`src/rtl/fft_cooley_tukey_helpers_sine_table_loader.sv`:
```
// rtl/fft_cooley_tukey_helpers_sine_table_loader.sv - quarter-wave to full-period sine table loader
//
// Purpose:
//   Accepts SIZE_FFT/4+1 quarter-wave samples s[k] = sin(2*pi*k/SIZE_FFT) over a val/rdy
//   stream and expands them by symmetry into a registered full-period table of SIZE_FFT
//   entries for the Cooley-Tukey twiddle generator. table_valid is raised once the table
//   is complete; table_reload clears the table and restarts the load.
//
// Ports:
//   clk           in   clock
//   reset         in   synchronous, active-high reset (priority over everything)
//   recv_msg      in   quarter-wave sample, two's complement, BIT_WIDTH bits
//   recv_val      in   recv_msg valid
//   recv_rdy      out  loader accepts a sample this cycle (low while reset is high)
//   table_reload  in   single-cycle pulse: clear table, restart load (beats a handshake)
//   sine_wave_out out  SIZE_FFT x BIT_WIDTH registered sine table
//   table_valid   out  table complete and frozen
//   table_err     out  sticky sample-sanity flag, present only with FFT_SINE_LOADER_CHECK_EN
//
// Configuration macro: FFT_SINE_LOADER_CHECK_EN enables table_err and its checks.

module fft_cooley_tukey_helpers_sine_table_loader #(
  parameter int BIT_WIDTH  = 32,
  parameter int DECIMAL_PT = 16,
  parameter int SIZE_FFT   = 8
) (
  input  logic                 clk,
  input  logic                 reset,
  input  logic [BIT_WIDTH-1:0] recv_msg,
  input  logic                 recv_val,
  output logic                 recv_rdy,
  input  logic                 table_reload,
  output logic [BIT_WIDTH-1:0] sine_wave_out [SIZE_FFT],
  output logic                 table_valid
`ifdef FFT_SINE_LOADER_CHECK_EN
  ,
  output logic                 table_err
`endif
);

  localparam int QUARTER = SIZE_FFT / 4;
  localparam int KW      = $clog2(QUARTER + 1) + 1;
  localparam int IW      = $clog2(SIZE_FFT);

  if ((SIZE_FFT < 4) || ((SIZE_FFT & (SIZE_FFT - 1)) != 0)) begin : g_bad_size
    $error("SIZE_FFT must be a power of two >= 4");
  end
  if ((DECIMAL_PT < 0) || (DECIMAL_PT >= BIT_WIDTH)) begin : g_bad_point
    $error("DECIMAL_PT must lie within BIT_WIDTH");
  end

  typedef enum logic {
    LOAD = 1'b0,
    DONE = 1'b1
  } state_t;

  state_t                 state_q;
  state_t                 state_d;
  logic [KW-1:0]          k_q;
  logic                   accept;
  logic [IW-1:0]          k_idx;
  logic [IW-1:0]          idx_mirror;
  logic [IW-1:0]          idx_neg;
  logic [IW-1:0]          idx_neg_mirror;
  logic [BIT_WIDTH-1:0]   neg_msg;

  always_comb begin
    state_d     = state_q;
    recv_rdy    = 1'b0;
    table_valid = 1'b0;
    accept      = 1'b0;
    case (state_q)
      LOAD: begin
        recv_rdy = !reset;
        // A handshake in the reload cycle is dropped: reload wins.
        accept   = recv_val && !reset && !table_reload;
        if (accept && (k_q == KW'(QUARTER))) begin
          state_d = DONE;
        end
      end
      DONE: begin
        table_valid = 1'b1;
      end
      default: begin
        state_d = LOAD;
      end
    endcase
    if (table_reload) begin
      state_d = LOAD;
    end
  end

  // k never exceeds N/4, so it fits the log2(N)-bit table index directly.
  assign k_idx          = IW'(k_q);
  assign idx_mirror     = IW'(SIZE_FFT / 2) - k_idx;
  assign idx_neg        = IW'(SIZE_FFT / 2) + k_idx;
  // (N - k) % N is just -k in log2(N)-bit arithmetic.
  assign idx_neg_mirror = -k_idx;
  // Modulo-2^BIT_WIDTH negation; the most-negative code maps to itself.
  assign neg_msg        = -recv_msg;

  always_ff @(posedge clk) begin
    if (reset || table_reload) begin
      state_q <= LOAD;
      k_q     <= '0;
      for (int i = 0; i < SIZE_FFT; i++) begin
        sine_wave_out[i] <= '0;
      end
    end else begin
      state_q <= state_d;
      if (accept) begin
        k_q                           <= k_q + KW'(1);
        sine_wave_out[k_idx]          <= recv_msg;
        sine_wave_out[idx_mirror]     <= recv_msg;
        sine_wave_out[idx_neg]        <= neg_msg;
        sine_wave_out[idx_neg_mirror] <= neg_msg;
      end
    end
  end

`ifdef FFT_SINE_LOADER_CHECK_EN
  // Quarter-wave samples must be non-negative and the first one must be exactly zero.
  always_ff @(posedge clk) begin
    if (reset || table_reload) begin
      table_err <= 1'b0;
    end else if (accept && (((k_q == '0) && (recv_msg != '0)) || recv_msg[BIT_WIDTH-1])) begin
      table_err <= 1'b1;
    end
  end
`endif

endmodule

```
`config.mk`:
```
export PLATFORM = sky130hd
export DESIGN_NAME = fft_cooley_tukey_helpers_sine_table_loader
export DESIGN_NICKNAME = d
export VERILOG_FILES = /design/src/rtl/fft_cooley_tukey_helpers_sine_table_loader.sv
export SDC_FILE = /design/constraint.sdc
export NUM_CORES = 1
export LEC_CHECK = 0
export ABC_AREA = 1
export BUFFER_PORTS_ARGS = -buffer_cell sky130_fd_sc_hd__buf_2
export CAP_MARGIN = 40
export CORE_ASPECT_RATIO = 0.5
export CORE_MARGIN = 8
export CORE_UTILIZATION = 49
export DETAILED_ROUTE_END_ITERATION = 8
export GPL_TIMING_DRIVEN = 1
export HOLD_SLACK_MARGIN = 0.1
export MAX_ROUTING_LAYER = met4
export PLACE_DENSITY_LB_ADDON = 0.15
export SLEW_MARGIN = 20
export SYNTH_ARGS = -nofsm -noshare
export SYNTH_HDL_FRONTEND = slang
export SYNTH_SLANG_ARGS = --single-unit
export TNS_END_PERCENT = 10
```
`constraint.sdc`:
```
create_clock -name clk -period 2 [get_ports clk]
set_clock_uncertainty 0.05 [all_clocks]
set_input_delay 0.1 -clock clk [delete_from_list [all_inputs] [get_ports clk]]
set_output_delay 0.1 -clock clk [all_outputs]
set_load 0.05 [all_outputs]
```
After elaboration in Yosys (flattened, before gate mapping):

Cells that the tools add are included.

* mux-type cells: 17
* eq/ne operators: 1
* reduce and logical (&&, ||, !) cells: 11
* bitwise logic cells: 4
* $add $sub $neg: 5
* order comparisons: 8

Operators with widths (count)
* bitwise mux 256 bit: 4
* demux 32 bit (select 3 bit): 4
* two-way mux 32 bit: 4
* negator 32 bit: 1
* greater-or-equal comparator 4 bit, second input constant: 4
* less-than comparator 4 x 1 -> 1 bit, second input constant: 4
* NOT 3 -> 4 bit: 4
* logical AND 1 bit: 7
* two-way mux 1 bit: 5
* adder 3 x 1 -> 3 bit, second input constant: 1
* adder 3 bit, first input constant: 1
* == test 3 x 2 -> 1 bit, second input constant: 1
* negator 3 bit: 1
* subtractor 3 bit, first input constant: 1
* zero test 1 bit: 2
* OR reduction 2 bit: 1
* logical OR 1 bit: 1

* flip-flop bits (word level): 260

Longest topological paths before layout:

* depth in word-level cells: 9
* depth in mapped cells: 16

Least setup slack after synthesis:

No wires, ideal clock.

* path type: register to register
* from: reg k_q[0] (netlist: k_idx[0])
* to: reg sine_wave_out[200] (netlist bit)
* library setup time: 0.116 ns
* stages on the path, launching flop included: 13
* slack: -0.056 ns
* data arrival time: 1.890 ns
* cell sequence: dfxtp_1 -> buf_4 -> inv_2 -> ha_1 -> inv_1 -> nand4_1 -> o21ai_2 -> nor2_2 -> nor2_2 -> buf_4 -> buf_6 -> o21a_1 -> nor2_1

* longest elaborated chain between the ends: 9

Ends and longest elaborated chain
* from (decl): RTL line 59 `logic [KW-1:0] k_q;`
* from (signal assigned): RTL line 112 `k_q <= k_q + KW'(1);`
* subtractor 3 bit or NOT 3 -> 4 bit (tied branches): RTL line 95, 113
* NOT 3 -> 4 bit (implied by the code) (tied with other cells): RTL line 114 `sine_wave_out[idx_mirror] <= recv_msg;`
* greater-or-equal comparator 4 bit (implied by the code) (tied with other cells): RTL line 114
* logical AND 1 bit (implied by the code) or two-way mux 32 bit (tied branches): RTL line 114, 113
* two-way mux 32 bit (implied by the code) or demux 32 bit (select 3 bit) (tied branches): RTL line 114, 113
* demux 32 bit (select 3 bit) or bitwise mux 256 bit (tied branches): RTL line 114, 113
* bitwise mux 256 bit: RTL line 114
* bitwise mux 256 bit: RTL line 115 `sine_wave_out[idx_neg] <= neg_msg;`
* bitwise mux 256 bit *: RTL line 116 `sine_wave_out[idx_neg_mirror] <= neg_msg;`
* to (signal, indexed assignment): RTL line 114
* to (signal, indexed assignment): RTL line 115
* to (signal, indexed assignment): RTL line 116
* to (decl): RTL line 33 `output logic [BIT_WIDTH-1:0] sine_wave_out [SIZE_FFT],`

Mark *: on every way between the ends. The rest lies on a longest branch, timed or not.
A chain may end at the register's enable or synchronous reset.

Worst setup path in the final report:

* from: reg k_q[1] (netlist: k_idx[1])
* to: reg sine_wave_out[67] (netlist bit)

The elaborated chain is that of the path after synthesis.

==> reports/results.ini <==
[clock_network]
cts.sinks=260
cts-buffers-inserted=25
cts_max_path_buffers=3
ctsRootBufferMaster=clkbuf_16
cts_tree=built
clk_transition_reported_paths_ns=0.06
clk_latency_ns=0.54
htree_levels=1

[synthesis]
synthesis.instances=1909
post_synth_num_cell_types=39
syn_area_sq_um=13050
yosys_warnings=0
synth_nets=1949
syn_area_per_cell_sq_um=6.833
yosysSeqAreaShare_pct=39.90
ys_ff_latch=260

[job]
cap_violations=0

[die]
rows=42
die_y_um=131.4
core_sq_um=26330
dieArea_sq_um=32420
initial_core_util_pct=49.55
die_w_um=246.8
pin_count=294

[setup_path]
crit_type=reg2reg
worstPathMaxFanout=8
cp_data_arrival_time_ns=2.46
r2r_start=k_idx[1]$_SDFFE_PP0P_
cpPeakStageDelay_ns=0.33
cp_slowest_cell=dfxtp_2
crit_chain=inv_2 -> ha_4 -> inv_6 -> nand4_1 -> o21ai_4 -> buf_6 -> inv_4 -> nor2_4 -> clkbuf_16 -> nand2_2 -> a21oi_2
reg2reg_slack_ns=-0.05
required_ns=2.41
endpoint_kind=flip-flop
crit_path_start=k_idx[1]$_SDFFE_PP0P_
start_kind=flip-flop

[power_and_ir_drop]
p_total_mw=11.41
power_leakage_nw=8.487
vdd_drop_max_uv=479.4
cellPowerDensity_nw_per_um2=636.2

[place]
place_hpwl_mm=41.90
postPlaceCellArea_sq_um=16120
port_buffers=293
gp_congestion=1.018

[run_status]
status=finished, violations left
violations=negative setup slack

[finish]
nets=2387
final_area_sq_um=17940
diodes=0
area_growth_pct=37.51
drive_gt1_share_pct=28.60

[timing]
relSlewSlack_pct=48.65
hold_slack_ns=0.2476
worstMarginPinSlew_ns=0.7702
rsz0062_at_grt=yes
fmax_ghz=0.4879
setup_viol=20
hold_violations=0
layout_min_cycle_time_ns=2.050
report.final.slew_viol_count=0
period_share_pct=102.5
worst_slack_ns=-0.04966

[min_path]
hp-start=recv_msg[1]
hold_class=in2reg

[drt]
dr.pass1.iters=5
route.detailed.drc=0
routed_wl_mm=59.61
routed_via_density=5.847
post_drt_wl_per_cell_um=21.98
detail-route-antenna-nets=0
drt_iter0_drc=2114
vias=15860

[grt]
grt_pass1_wl_mm=87.14
grt_max_degree=157
grt_overflow=0
grt_usage_pct=34.49
grt_pass1_vias=14550
antenna_found_initial=0

[registers in the layout, indices dropped and copies added (netlist names)]
| name | count |
|---|---|
| sine_wave_out | 256 |
| state_q | 1 |
| k_idx | 3 |
[through the flow]
stage / cells / worst slack [ns] / TNS, ns / utilization (%)
floorplan: 1909 / 0.04031 / 0 / -
global placement: 2608 / -0.03020 / -0.09658 / 61.23
detailed placement: 2608 / -0.06232 / -0.4395 / 61.23
CTS: 2685 / -0.003632 / -0.003632 / 65.60
global route: 2712 / -0.1112 / -5.467 / 68.14
finish: 2712 / -0.04966 / -0.3511 / 68.14
[cells in the mapped netlist, drive strengths merged]
master | number | share of area (%)
nand4 | 3 | 0.14
clkinv | 2 | 0.058
clkbuf | 62 | 1.8
nand3b | 1 | 0.058
nor2 | 246 | 7.8
o21bai | 4 | 0.23
dfxtp | 260 | 40
or2 | 1 | 0.048
o211ai | 2 | 0.12
nand3 | 122 | 4.8
ha | 4 | 0.38
o22ai | 15 | 0.72
xor2 | 11 | 0.80
a21oi | 318 | 12
a31oi | 7 | 0.34
o21a | 1 | 0.058
inv | 117 | 3.4
nand2 | 325 | 9.9
o21ai | 316 | 13
xnor2 | 1 | 0.067
buf | 84 | 4.2
nor3 | 7 | 0.27
[logic make-up after synthesis]
logic type | after synthesis | synth area share (%)
AO/OA/AOI/OAI | 663 | 26.27
XOR/XNOR | 12 | 0.8632
adder cells (fa/ha/maj) | 4 | 0.3837
buffers and inverters | 265 | 9.486
flip-flops | 260 | 39.90
AND/OR/NAND/NOR | 705 | 23.10
[power breakdown]
part           total (mW)  switching, mW  leakage, nW  internal, mW
clock                4.70           2.10        0.380          2.60
combinational        1.48           1.00         6.01         0.476
sequential           5.23         0.0209         2.10          5.21
[path summary, 6_finish.rpt]
| check | to | cells past startpoint |
|---|---|---|
| max | sine_wave_out[67]$_SDFFE_PP0P_ | 11 |
| min | sine_wave_out[129]$_SDFFE_PP0P_ | 5 |
| max reg2reg | sine_wave_out[67]$_SDFFE_PP0P_ | 11 |
| min reg2reg | sine_wave_out[128]$_SDFFE_PP0P_ | 2 |
[area by class of cell]
type | count | area (sq um)
fillers | 2332 | 8389
inverters | 119 | 467.9
multi-input cells | 1384 | 6799
flip-flops and latches | 260 | 5207
well taps | 352 | 440.4
repair buffers | 557 | 4250
clock inverters | 4 | 56.30
clock buffers | 36 | 716.9
[layout by cell type (no fill, tap or decap), types with 7 or more instances in the layout]
| cell type | instances |
|---|---|
| a21oi_1 | 301 |
| a21oi_2 | 17 |
| a31oi_1 | 7 |
| buf_12 | 35 |
| buf_2 | 293 |
| buf_4 | 167 |
| buf_6 | 11 |
| clkbuf_16 | 35 |
| dfxtp_1 | 258 |
| dlygate4sd3_1 | 37 |
| inv_1 | 92 |
| inv_2 | 21 |
| nand2_1 | 289 |
| nand2_2 | 27 |
| nand2_4 | 9 |
| nand3_1 | 118 |
| nor2_1 | 229 |
| nor2_2 | 7 |
| nor2_4 | 7 |
| nor3_1 | 7 |
| o21ai_0 | 190 |
| o21ai_1 | 111 |
| o21ai_2 | 10 |
| o22ai_1 | 15 |
| xor2_1 | 9 |
[routing by layer]
metal	global-route usage (%)	up-vias	share of wire, %
li1	-	7263	-
met1	46.31	7383	41
met2	52.70	1047	43
met3	5.947	164	12
met4	10.42	0	3.5
met5	-	-	0
[worst max-delay path: cells and delay by family (launching register included)]
| family | cells | cell delay [ns] |
|---|---|---|
| AOI/OAI and AO/OA | 2 | 0.29 |
| adders and majority gates | 1 | 0.26 |
| buffers and inverters | 5 | 0.56 |
| DFF | 1 | 0.33 |
| and+or+nand+nor | 3 | 0.46 |
[timing repair]
action	4_1_cts	5_1_grt
hold buffers	37	0
gates resized for setup	3	87
pin swaps	0	16
endpoints found under the setup margin	27	212
setup buffers	0	15
endpoints found under the hold margin	140	0
cloned	0	12
Power figures use the tool's default switching activity.
